**src/rtl/softmax_sched.sv**
```systemverilog
// rtl/softmax_sched.sv - command sequencer in front of the 8-column softmax core
//
// Takes LUT-load, single-vector and 8x8-tile commands from a host. It gathers
// the input rows into a local buffer so the core can be fed on back-to-back
// cycles, generates the core's lut_wr/execute/fetch/mode/in timing, and
// returns the core results as dout_valid pulses.
//
// Ports:
//   clk, reset          clock, synchronous active-high reset
//   cmd_valid_i/ready_o host command handshake, cmd_op_i selects the command
//                       (0 LOAD_LSB, 1 LOAD_MSB, 2 RUN_VEC, 3 RUN_TILE)
//   din_valid_i/ready_o host data row handshake, din_i carries the row
//   dout_valid_o        one-cycle result pulse with dout_o, dout_last_o
//   busy_o              high whenever a command is in progress
//   lut_ok_o            sticky LUT-loaded flags (bit0 LSB, bit1 MSB)
//   core_*              drive/observe the softmax core
module softmax_sched #(
  parameter int bw           = 8,
  parameter int col          = 8,
  parameter int LUT_CYC      = 10,
  parameter int VEC_EXEC_CYC = 9,
  parameter int VEC_LAT      = 9,
  parameter int TILE_IN_OFS  = 2,
  parameter int TILE_CYC     = 14,
  parameter int FETCH_PER    = 5,
  parameter int FETCH_OFS    = 4
) (
  input  logic                clk,
  input  logic                reset,
  input  logic                cmd_valid_i,
  output logic                cmd_ready_o,
  input  logic [1:0]          cmd_op_i,
  input  logic                din_valid_i,
  output logic                din_ready_o,
  input  logic [col*bw-1:0]   din_i,
  output logic                dout_valid_o,
  output logic [col*bw-1:0]   dout_o,
  output logic                dout_last_o,
  output logic                busy_o,
  output logic [1:0]          lut_ok_o,
  output logic [col*bw-1:0]   core_in_o,
  output logic [1:0]          core_lut_wr_o,
  output logic                core_execute_o,
  output logic                core_fetch_o,
  output logic                core_mode_o,
  input  logic [col*bw-1:0]   core_out_i
);

  localparam int W = col * bw;

  // The vector phase must cover both the execute window and the result cycle.
  localparam int VEC_LAST = (VEC_LAT > VEC_EXEC_CYC - 1) ? VEC_LAT : VEC_EXEC_CYC - 1;

  localparam int CW  = $clog2(TILE_CYC + LUT_CYC + VEC_LAST + 2);
  localparam int WCW = $clog2(col + 1);
  localparam int RPW = $clog2(col);
  localparam int PW  = $clog2(FETCH_PER);

  localparam logic [CW-1:0]  C_LUT_LAST  = CW'(LUT_CYC - 1);
  localparam logic [CW-1:0]  C_VEC_EXEC  = CW'(VEC_EXEC_CYC);
  localparam logic [CW-1:0]  C_VEC_LAT   = CW'(VEC_LAT);
  localparam logic [CW-1:0]  C_VEC_LAST  = CW'(VEC_LAST);
  localparam logic [CW-1:0]  C_IN_OFS    = CW'(TILE_IN_OFS);
  localparam logic [CW-1:0]  C_IN_END    = CW'(TILE_IN_OFS + col);
  localparam logic [CW-1:0]  C_TILE_LAST = CW'(TILE_CYC - 1);
  localparam logic [PW-1:0]  P_OFS       = PW'(FETCH_OFS);
  localparam logic [PW-1:0]  P_LAST      = PW'(FETCH_PER - 1);
  localparam logic [RPW-1:0] R_LAST      = RPW'(col - 1);
  localparam logic [WCW-1:0] N_TILE      = WCW'(col);
  localparam logic [WCW-1:0] N_ONE       = WCW'(1);

  typedef enum logic [2:0] {
    S_IDLE,
    S_GATHER,
    S_LUT_ISSUE,
    S_LUT_WAIT,
    S_VEC_EXEC,
    S_TILE_EXEC,
    S_FETCH
  } state_t;

  state_t           state_q, state_d;
  logic [1:0]       op_q, op_d;
  logic [WCW-1:0]   wcnt_q, wcnt_d;
  logic [RPW-1:0]   rptr_q, rptr_d;
  logic [CW-1:0]    cnt_q, cnt_d;
  logic [PW-1:0]    pos_q, pos_d;
  logic [1:0]       lut_ok_q, lut_ok_d;
  logic [W-1:0]     hold_q;
  logic [W-1:0]     buf_q [col];

  logic             buf_we;
  logic             drive_en;
  logic [W-1:0]     drive_row;
  logic [WCW-1:0]   need;

  assign need = (op_q == 2'd3) ? N_TILE : N_ONE;

  always_ff @(posedge clk) begin
    if (reset) begin
      state_q  <= S_IDLE;
      op_q     <= 2'd0;
      wcnt_q   <= '0;
      rptr_q   <= '0;
      cnt_q    <= '0;
      pos_q    <= '0;
      lut_ok_q <= 2'b00;
      hold_q   <= '0;
    end else begin
      state_q  <= state_d;
      op_q     <= op_d;
      wcnt_q   <= wcnt_d;
      rptr_q   <= rptr_d;
      cnt_q    <= cnt_d;
      pos_q    <= pos_d;
      lut_ok_q <= lut_ok_d;
      hold_q   <= core_in_o;
    end
  end

  // Row storage needs no reset: nothing is read before wcnt says it was written.
  always_ff @(posedge clk) begin
    if (buf_we) begin
      buf_q[wcnt_q[RPW-1:0]] <= din_i;
    end
  end

  always_comb begin
    state_d        = state_q;
    op_d           = op_q;
    wcnt_d         = wcnt_q;
    rptr_d         = rptr_q;
    cnt_d          = cnt_q;
    pos_d          = pos_q;
    lut_ok_d       = lut_ok_q;
    buf_we         = 1'b0;
    drive_en       = 1'b0;
    drive_row      = buf_q[0];
    cmd_ready_o    = 1'b0;
    din_ready_o    = 1'b0;
    core_lut_wr_o  = 2'b00;
    core_execute_o = 1'b0;
    core_fetch_o   = 1'b0;
    core_mode_o    = 1'b0;
    dout_valid_o   = 1'b0;
    dout_last_o    = 1'b0;

    case (state_q)
      S_IDLE: begin
        cmd_ready_o = 1'b1;
        cnt_d       = '0;
        pos_d       = '0;
        if (cmd_valid_i) begin
          op_d    = cmd_op_i;
          state_d = S_GATHER;
        end
      end

      S_GATHER: begin
        din_ready_o = 1'b1;
        if (din_valid_i) begin
          buf_we = 1'b1;
          wcnt_d = wcnt_q + 1'b1;
          // Leave on the same edge as the last write so din_ready drops at once.
          if (wcnt_d == need) begin
            cnt_d = '0;
            case (op_q)
              2'd2:    state_d = S_VEC_EXEC;
              2'd3:    state_d = S_TILE_EXEC;
              default: state_d = S_LUT_ISSUE;
            endcase
          end
        end
      end

      S_LUT_ISSUE: begin
        drive_en      = 1'b1;
        core_lut_wr_o = op_q[0] ? 2'b10 : 2'b01;
        cnt_d         = '0;
        state_d       = S_LUT_WAIT;
      end

      S_LUT_WAIT: begin
        if (cnt_q == C_LUT_LAST) begin
          lut_ok_d[op_q[0]] = 1'b1;
          state_d           = S_IDLE;
        end else begin
          cnt_d = cnt_q + 1'b1;
        end
      end

      S_VEC_EXEC: begin
        drive_en       = 1'b1;
        core_execute_o = (cnt_q < C_VEC_EXEC);
        if (cnt_q == C_VEC_LAT) begin
          dout_valid_o = 1'b1;
          dout_last_o  = 1'b1;
        end
        if (cnt_q == C_VEC_LAST) begin
          state_d = S_IDLE;
        end else begin
          cnt_d = cnt_q + 1'b1;
        end
      end

      S_TILE_EXEC: begin
        core_mode_o    = 1'b1;
        core_execute_o = (cnt_q == '0);
        // The core samples one row per cycle in this window, so rows must
        // come from the buffer rather than straight from the host.
        if (cnt_q >= C_IN_OFS && cnt_q < C_IN_END) begin
          drive_en  = 1'b1;
          drive_row = buf_q[rptr_q];
          rptr_d    = rptr_q + 1'b1;
        end
        if (cnt_q == C_TILE_LAST) begin
          cnt_d   = '0;
          rptr_d  = '0;
          pos_d   = '0;
          state_d = S_FETCH;
        end else begin
          cnt_d = cnt_q + 1'b1;
        end
      end

      S_FETCH: begin
        core_mode_o  = 1'b1;
        core_fetch_o = 1'b1;
        if (pos_q == P_OFS) begin
          dout_valid_o = 1'b1;
          dout_last_o  = (rptr_q == R_LAST);
        end
        if (pos_q == P_LAST) begin
          pos_d  = '0;
          rptr_d = rptr_q + 1'b1;
          if (rptr_q == R_LAST) begin
            state_d = S_IDLE;
          end
        end else begin
          pos_d = pos_q + 1'b1;
        end
      end

      default: begin
        state_d = S_IDLE;
      end
    endcase

    if (state_d == S_IDLE) begin
      wcnt_d = '0;
      rptr_d = '0;
    end
  end

  // core_in keeps its last driven value between drive windows.
  assign core_in_o = drive_en ? drive_row : hold_q;
  assign dout_o    = dout_valid_o ? core_out_i : '0;
  assign busy_o    = ~cmd_ready_o;
  assign lut_ok_o  = lut_ok_q;

endmodule

```
**config.mk**
```make
export PLATFORM = sky130hd
export DESIGN_NAME = softmax_sched
export DESIGN_NICKNAME = d
export VERILOG_FILES = /design/src/rtl/softmax_sched.sv
export SDC_FILE = /design/constraint.sdc
export NUM_CORES = 1
export LEC_CHECK = 0
export CAP_MARGIN = 0
export CORE_MARGIN = 3
export CORE_UTILIZATION = 60
export DETAILED_ROUTE_END_ITERATION = 7
export PLACE_DENSITY = 0.95
export SLEW_MARGIN = 20
export SYNTH_ARGS = -nofsm -noshare
export SYNTH_HDL_FRONTEND = slang
export SYNTH_SLANG_ARGS = --single-unit
```
**constraint.sdc**
```tcl
create_clock -name clk -period 11.29 [get_ports clk]
set_clock_uncertainty 0.05 [all_clocks]
set_input_delay 1.6935 -clock clk [delete_from_list [all_inputs] [get_ports clk]]
set_output_delay 1.6935 -clock clk [all_outputs]
set_load 0.05 [all_outputs]
```
Yosys cells after proc, flatten, opt, wreduce, memory -nomap -nowiden --
Memory sizes are Yosys's and may differ from the RTL's. A register that Yosys moved wholly into a read port is not among the register bits. Index checks and enable logic that the tools add are counted.
Storage, ports and cells: memory bits (writable) 512, bits of input ports 134, bits in registers 87, memories 1
Memory list:
- buf_q | words 8, bits a word 64, rd ports 2, clocked after Yosys merged registers in 1, write ports 1, RTL line 90 | logic [W-1:0] buf_q [col];
Cells by class: reduce and logical (&&, ||, !) cells 19, $lt $le $gt $ge 5, add/subtract/negate cells 4, bitwise operators 2, mux-type cells 48, eq/ne operators 19
Operator list (count):
- $mux 64 | 4
- $mux 3 | 14
- $mux 6 | 4
- $pmux 6 s4 | 1
- $pmux 3 s6 | 1
- $eq 3x3->1 const B | 5
- $mux 1 | 13
- $eq 6x4->1 const B | 2
- $lt 6x4->1 const B | 2
- $pmux 3 s2 | 2
- $ne 2x2->1 const B | 5
- $reduce_or 2->1 | 5
- $pmux 3 s3 | 1
- $pmux 1 s2 | 4
- $reduce_and 2->1 | 4
- $add 3x1->3 const B | 2
- $add 6x1->6 const B | 1
- $eq 3x2->1 const B | 2
- $ge 6x2->1 const B | 1
- $logic_not 3->1 | 2
- $logic_not 6->1 | 1
- $add 4x1->4 const B | 1
- $eq 2x2->1 const B | 2
- $eq 4x4->1 | 1
- 15 further kinds | 17

Logic depth before layout (Yosys ltp) --
word-level depth 9, depth in mapped cells 9, depth with buffers taken out 7

Least setup slack after synthesis --
No wires, ideal clock.
path kind input port to flip-flop, from input din_valid_i, to memory buf_q[0][0] (netlist bit), enable pin, cell stages on the path 3, slack 4.205 ns, data arrival time 6.471 ns, required time 10.675 ns, buffers on the path 0, cell sequence nand2_1 > or2_2 > nor3_1
On the way: cells in the longest elaborated chain, start to end 4
Ends and longest elaborated chain:
- start: declaration | RTL line 33 | input logic din_valid_i,
- $mux 1 | RTL line 161 | if (din_valid_i) begin
- $mux 1 | RTL line 148 | case (state_q)
- $mux 1 | RTL line 123 | if (buf_we) begin
- $mux 1 (not written as such) | RTL line 124 | buf_q[wcnt_q[RPW-1:0]] <= din_i;
- end: declaration | RTL line 90
No other way between the ends.

==> impl_metrics.py <==
metrics = {
    "global_routing": {
        "grt_use_total_pct": 27.08,
        "grt_pass1_wl_um": 85280,
        "gr-total-overflow": 0,
        "grt_pass1_vias": 14281,
        "grt_start_max_net_pins": 75,
        "antenna_found_initial": 9,
    },
    "clocking": {
        "cts.sinks": 602,
        "cts_setup_buffers": 0,
        "cts-root-buf": "clkbuf_16",
        "cts_htree_levels": 2,
        "clk_latency_ns": 0.60,
        "cts.clk_slew.worst_paths_ns": 0.06,
        "tritoncts": "built",
        "hold_buffers": 0,
        "numCtsBuffers": 57,
        "clockBufferDepth": 3,
        "cts_resized": 0,
    },
    "setup_path": {
        "reg2reg_slack_ns": 7.57,
        "worstReg2RegEnd": "buf_q[4][6]",
        "crit_slowest_cell": "dfxtp_4",
        "path_class": "reg -> out",
        "crit_chain": "buf_4 > mux4_2 > mux2i_1 > nand2_1 > o221a_2 > clkdlybuf4s50_1",
        "cpPeakStageDelay_ns": 0.94,
        "setup.worst_path.end_class": "output pin",
        "crit_arrival_ns": 4.20,
        "cp_max_fo": 66,
        "cp.required_ns": 9.55,
        "r2r_cells": 5,
        "r2r-start": "state_q[1]",
        "start_kind": "flop",
    },
    "worst_hold_path": {
        "holdCritStartpoint": "lut_ok_o[0]",
        "whs_endpoint": "lut_ok_o[0]",
        "hp-class": "reg -> reg",
        "holdPathStages": 2,
    },
    "placement": {
        "dp_cells": 2032,
        "place_worst_setup_slack_ns": 5.930,
        "place_hpwl_um": 31410,
        "place_congestion": 0.8241,
        "io_buffers": 273,
    },
    "detailed_routing": {
        "drc": 0,
        "vias": 13509,
        "first_iter_violations": 1307,
        "met3_length_um": 5515,
        "wl_met1_um": 20140,
        "drt_wl_total_um": 56830,
        "drt_first_pass_iters": 5,
        "antenna_left": 0,
        "routedWlPerCell_um": 26.47,
        "top_layer_used": "met5",
        "dr_wl_met2_um": 29430,
        "via_per_inst": 6.292,
    },
    "logic_synthesis": {
        "synth_cells": 1305,
        "synth_cell_type_count": 57,
        "synth_edf_count": 512,
        "syn_area_per_cell_um2": 18.34,
        "syn-num-nets": 1449,
        "synthArstFlopShare_pct": 0,
        "syn-cell-area_um2": 23930,
        "synth-seq-cells": 602,
        "seq_area_frac_synth_pct": 71.77,
        "yosysWarnings": 0,
        "synth_top_flop_cell": "edfxtp_1",
    },
    "final_layout": {
        "finalNonFillerCells": 2147,
        "syn_to_final_growth_pct": 21.56,
        "fin_nets": 1719,
        "layout-drive-gt1-share_pct": 19.96,
    },
    "floorplanning": {
        "core_area_um2": 39010,
        "start_util_pct": 61.36,
        "rows": 72,
        "die_w_um": 205.7,
        "floorplan.die_area_um2": 42320,
        "io-pin-count": 274,
        "die_h_um": 205.7,
    },
    "pwr": {
        "ir_drop_uv": 207.5,
        "power.total_mw": 5.621,
        "leakage_nw": 9.062,
        "p_per_area_nw_per_um2": 193.2,
    },
    "outcome": {
        "status": "complete, no violations",
    },
    "sta": {
        "max_freq_mhz": 168.2,
        "setup_viol": 0,
        "maxSlewViolCount": 0,
        "slew_headroom_pct": 27.57,
        "finalCritPeriodShare_pct": 52.67,
        "rsz0062_at_grt": "no",
        "setup_tns_ns": 0,
        "worst_pin_slew_ns": 1.086,
        "period_needed_ns": 5.946,
        "hold_viol_final": 0,
        "fin_ws_ns": 5.344,
    },
    "flow_run": {
        "maxCapViolCount": 0,
    },
}
[cell usage in the layout (no fill, tap or decap), types with 13 or more instances in the layout]
| cell | synthesis | routed |
|---|---|---|
| a21oi_1 | 23 | 22 |
| and2_1 | 64 | 64 |
| buf_4 | 9 | 15 |
| clkbuf_1 | 32 | 17 |
| clkbuf_16 | 0 | 58 |
| clkdlybuf4s50_1 | 0 | 272 |
| dfxtp_1 | 90 | 87 |
| edfxtp_1 | 512 | 512 |
| mux2i_1 | 65 | 65 |
| mux4_2 | 128 | 128 |
| nand2_1 | 76 | 75 |
| nor2_1 | 19 | 13 |
| nor2b_1 | 66 | 66 |
| o221a_2 | 65 | 65 |
[state kept, by name (all words and copies together), names as in the netlist, named ones only]
name      count
op_q          2
rptr_q        3
cnt_q         6
buf_q       512
pos_q         3
lut_ok_o      2
state_q       3
wcnt_q        4
hold_q       64
[power by group]
group          internal [mW]  switching, mW
sequential              2.51         0.0534
combinational          0.431          0.738
clock                   1.09          0.799
total                   4.03           1.59
[area by class of cell]
cell class                      count  area, um^2
Antenna cell                        6       15.01
Clock buffer                       86        1667
Clock inverter                     21       198.9
Fill cell                        2112        9913
Inverter                           11       41.29
Multi-Input combinational cell    613        6435
Sequential cell                   602       17190
Tap cell                          518       648.1
Timing Repair Buffer              290        2902
[worst max-delay path by stage]
stage                startpoint       endpoint  cells past startpoint
floorplan           din_valid_i    buf_q[0][0]                      3
global placement           flop  core_in_o[28]                      6
detailed placement         flop  core_in_o[23]                      6
CTS                        flop  core_in_o[23]                      6
global route               flop   core_in_o[0]                      6
finish                     flop   core_in_o[0]                      6
[routing by layer]
metal / GRT usage (%) / vias to the layer above
li1: - / 5767
met4: 11.42 / 4
met3: 6.660 / 117
met1: 33.48 / 6874
met2: 46.04 / 747
met5: 0 / -
[synthesized netlist by cell type (3+ instances only)]
master / number / area, um^2
nor2_1: 19 / 71.32
buf_2: 24 / 120.1
a21oi_1: 23 / 115.1
nand3_1: 12 / 60.06
a31oi_1: 5 / 31.28
nor3_1: 9 / 45.04
nand4_1: 5 / 31.28
o21ai_0: 10 / 50.05
buf_4: 9 / 67.56
nor4_1: 3 / 18.77
dfxtp_1: 90 / 1802
o221a_2: 65 / 732.0
clkbuf_1: 32 / 120.1
mux4_2: 128 / 2883
a22oi_1: 3 / 22.52
nand2b_1: 6 / 37.54
nor2b_1: 66 / 412.9
or3_1: 5 / 31.28
ha_1: 10 / 125.1
inv_1: 11 / 41.29
and2_1: 64 / 400.4
xor2_1: 3 / 26.28
o21a_1: 3 / 22.52
nand2_1: 76 / 285.3
mux2i_1: 65 / 650.6
buf_1: 12 / 45.04
edfxtp_1: 512 / 15370
[kinds of logic after synthesis]
family	Yosys count	share of synthesized area, %
XOR/XNOR	4	0.1464
AND/OR/NAND/NOR	279	6.331
multiplexers	193	14.76
AO/OA/AOI/OAI	127	4.757
adder cells (fa/ha/maj)	10	0.5228
flip-flops	602	71.77
buffers and inverters	90	1.715
[through the flow]
stage	utilization [%]	cell area (um^2)	hold WS, ns
after global placement	69.61	27150	0.3874
after global routing	74.59	29090	0.4262
after detailed placement	69.61	27150	0.3897
after floorplan	-	23930	0.4124
after CTS	74.40	29020	0.4004
final	74.59	29090	0.3947
[worst max-delay path: cells and delay by family, from the launching register on]
family | cells | cell delay [ns]
simple gates | 1 | 0.11
buf+inv | 2 | 1.69
mux | 2 | 0.50
flops | 1 | 0.94
compound gates | 1 | 0.20
(Power assumes the default switching activity.)
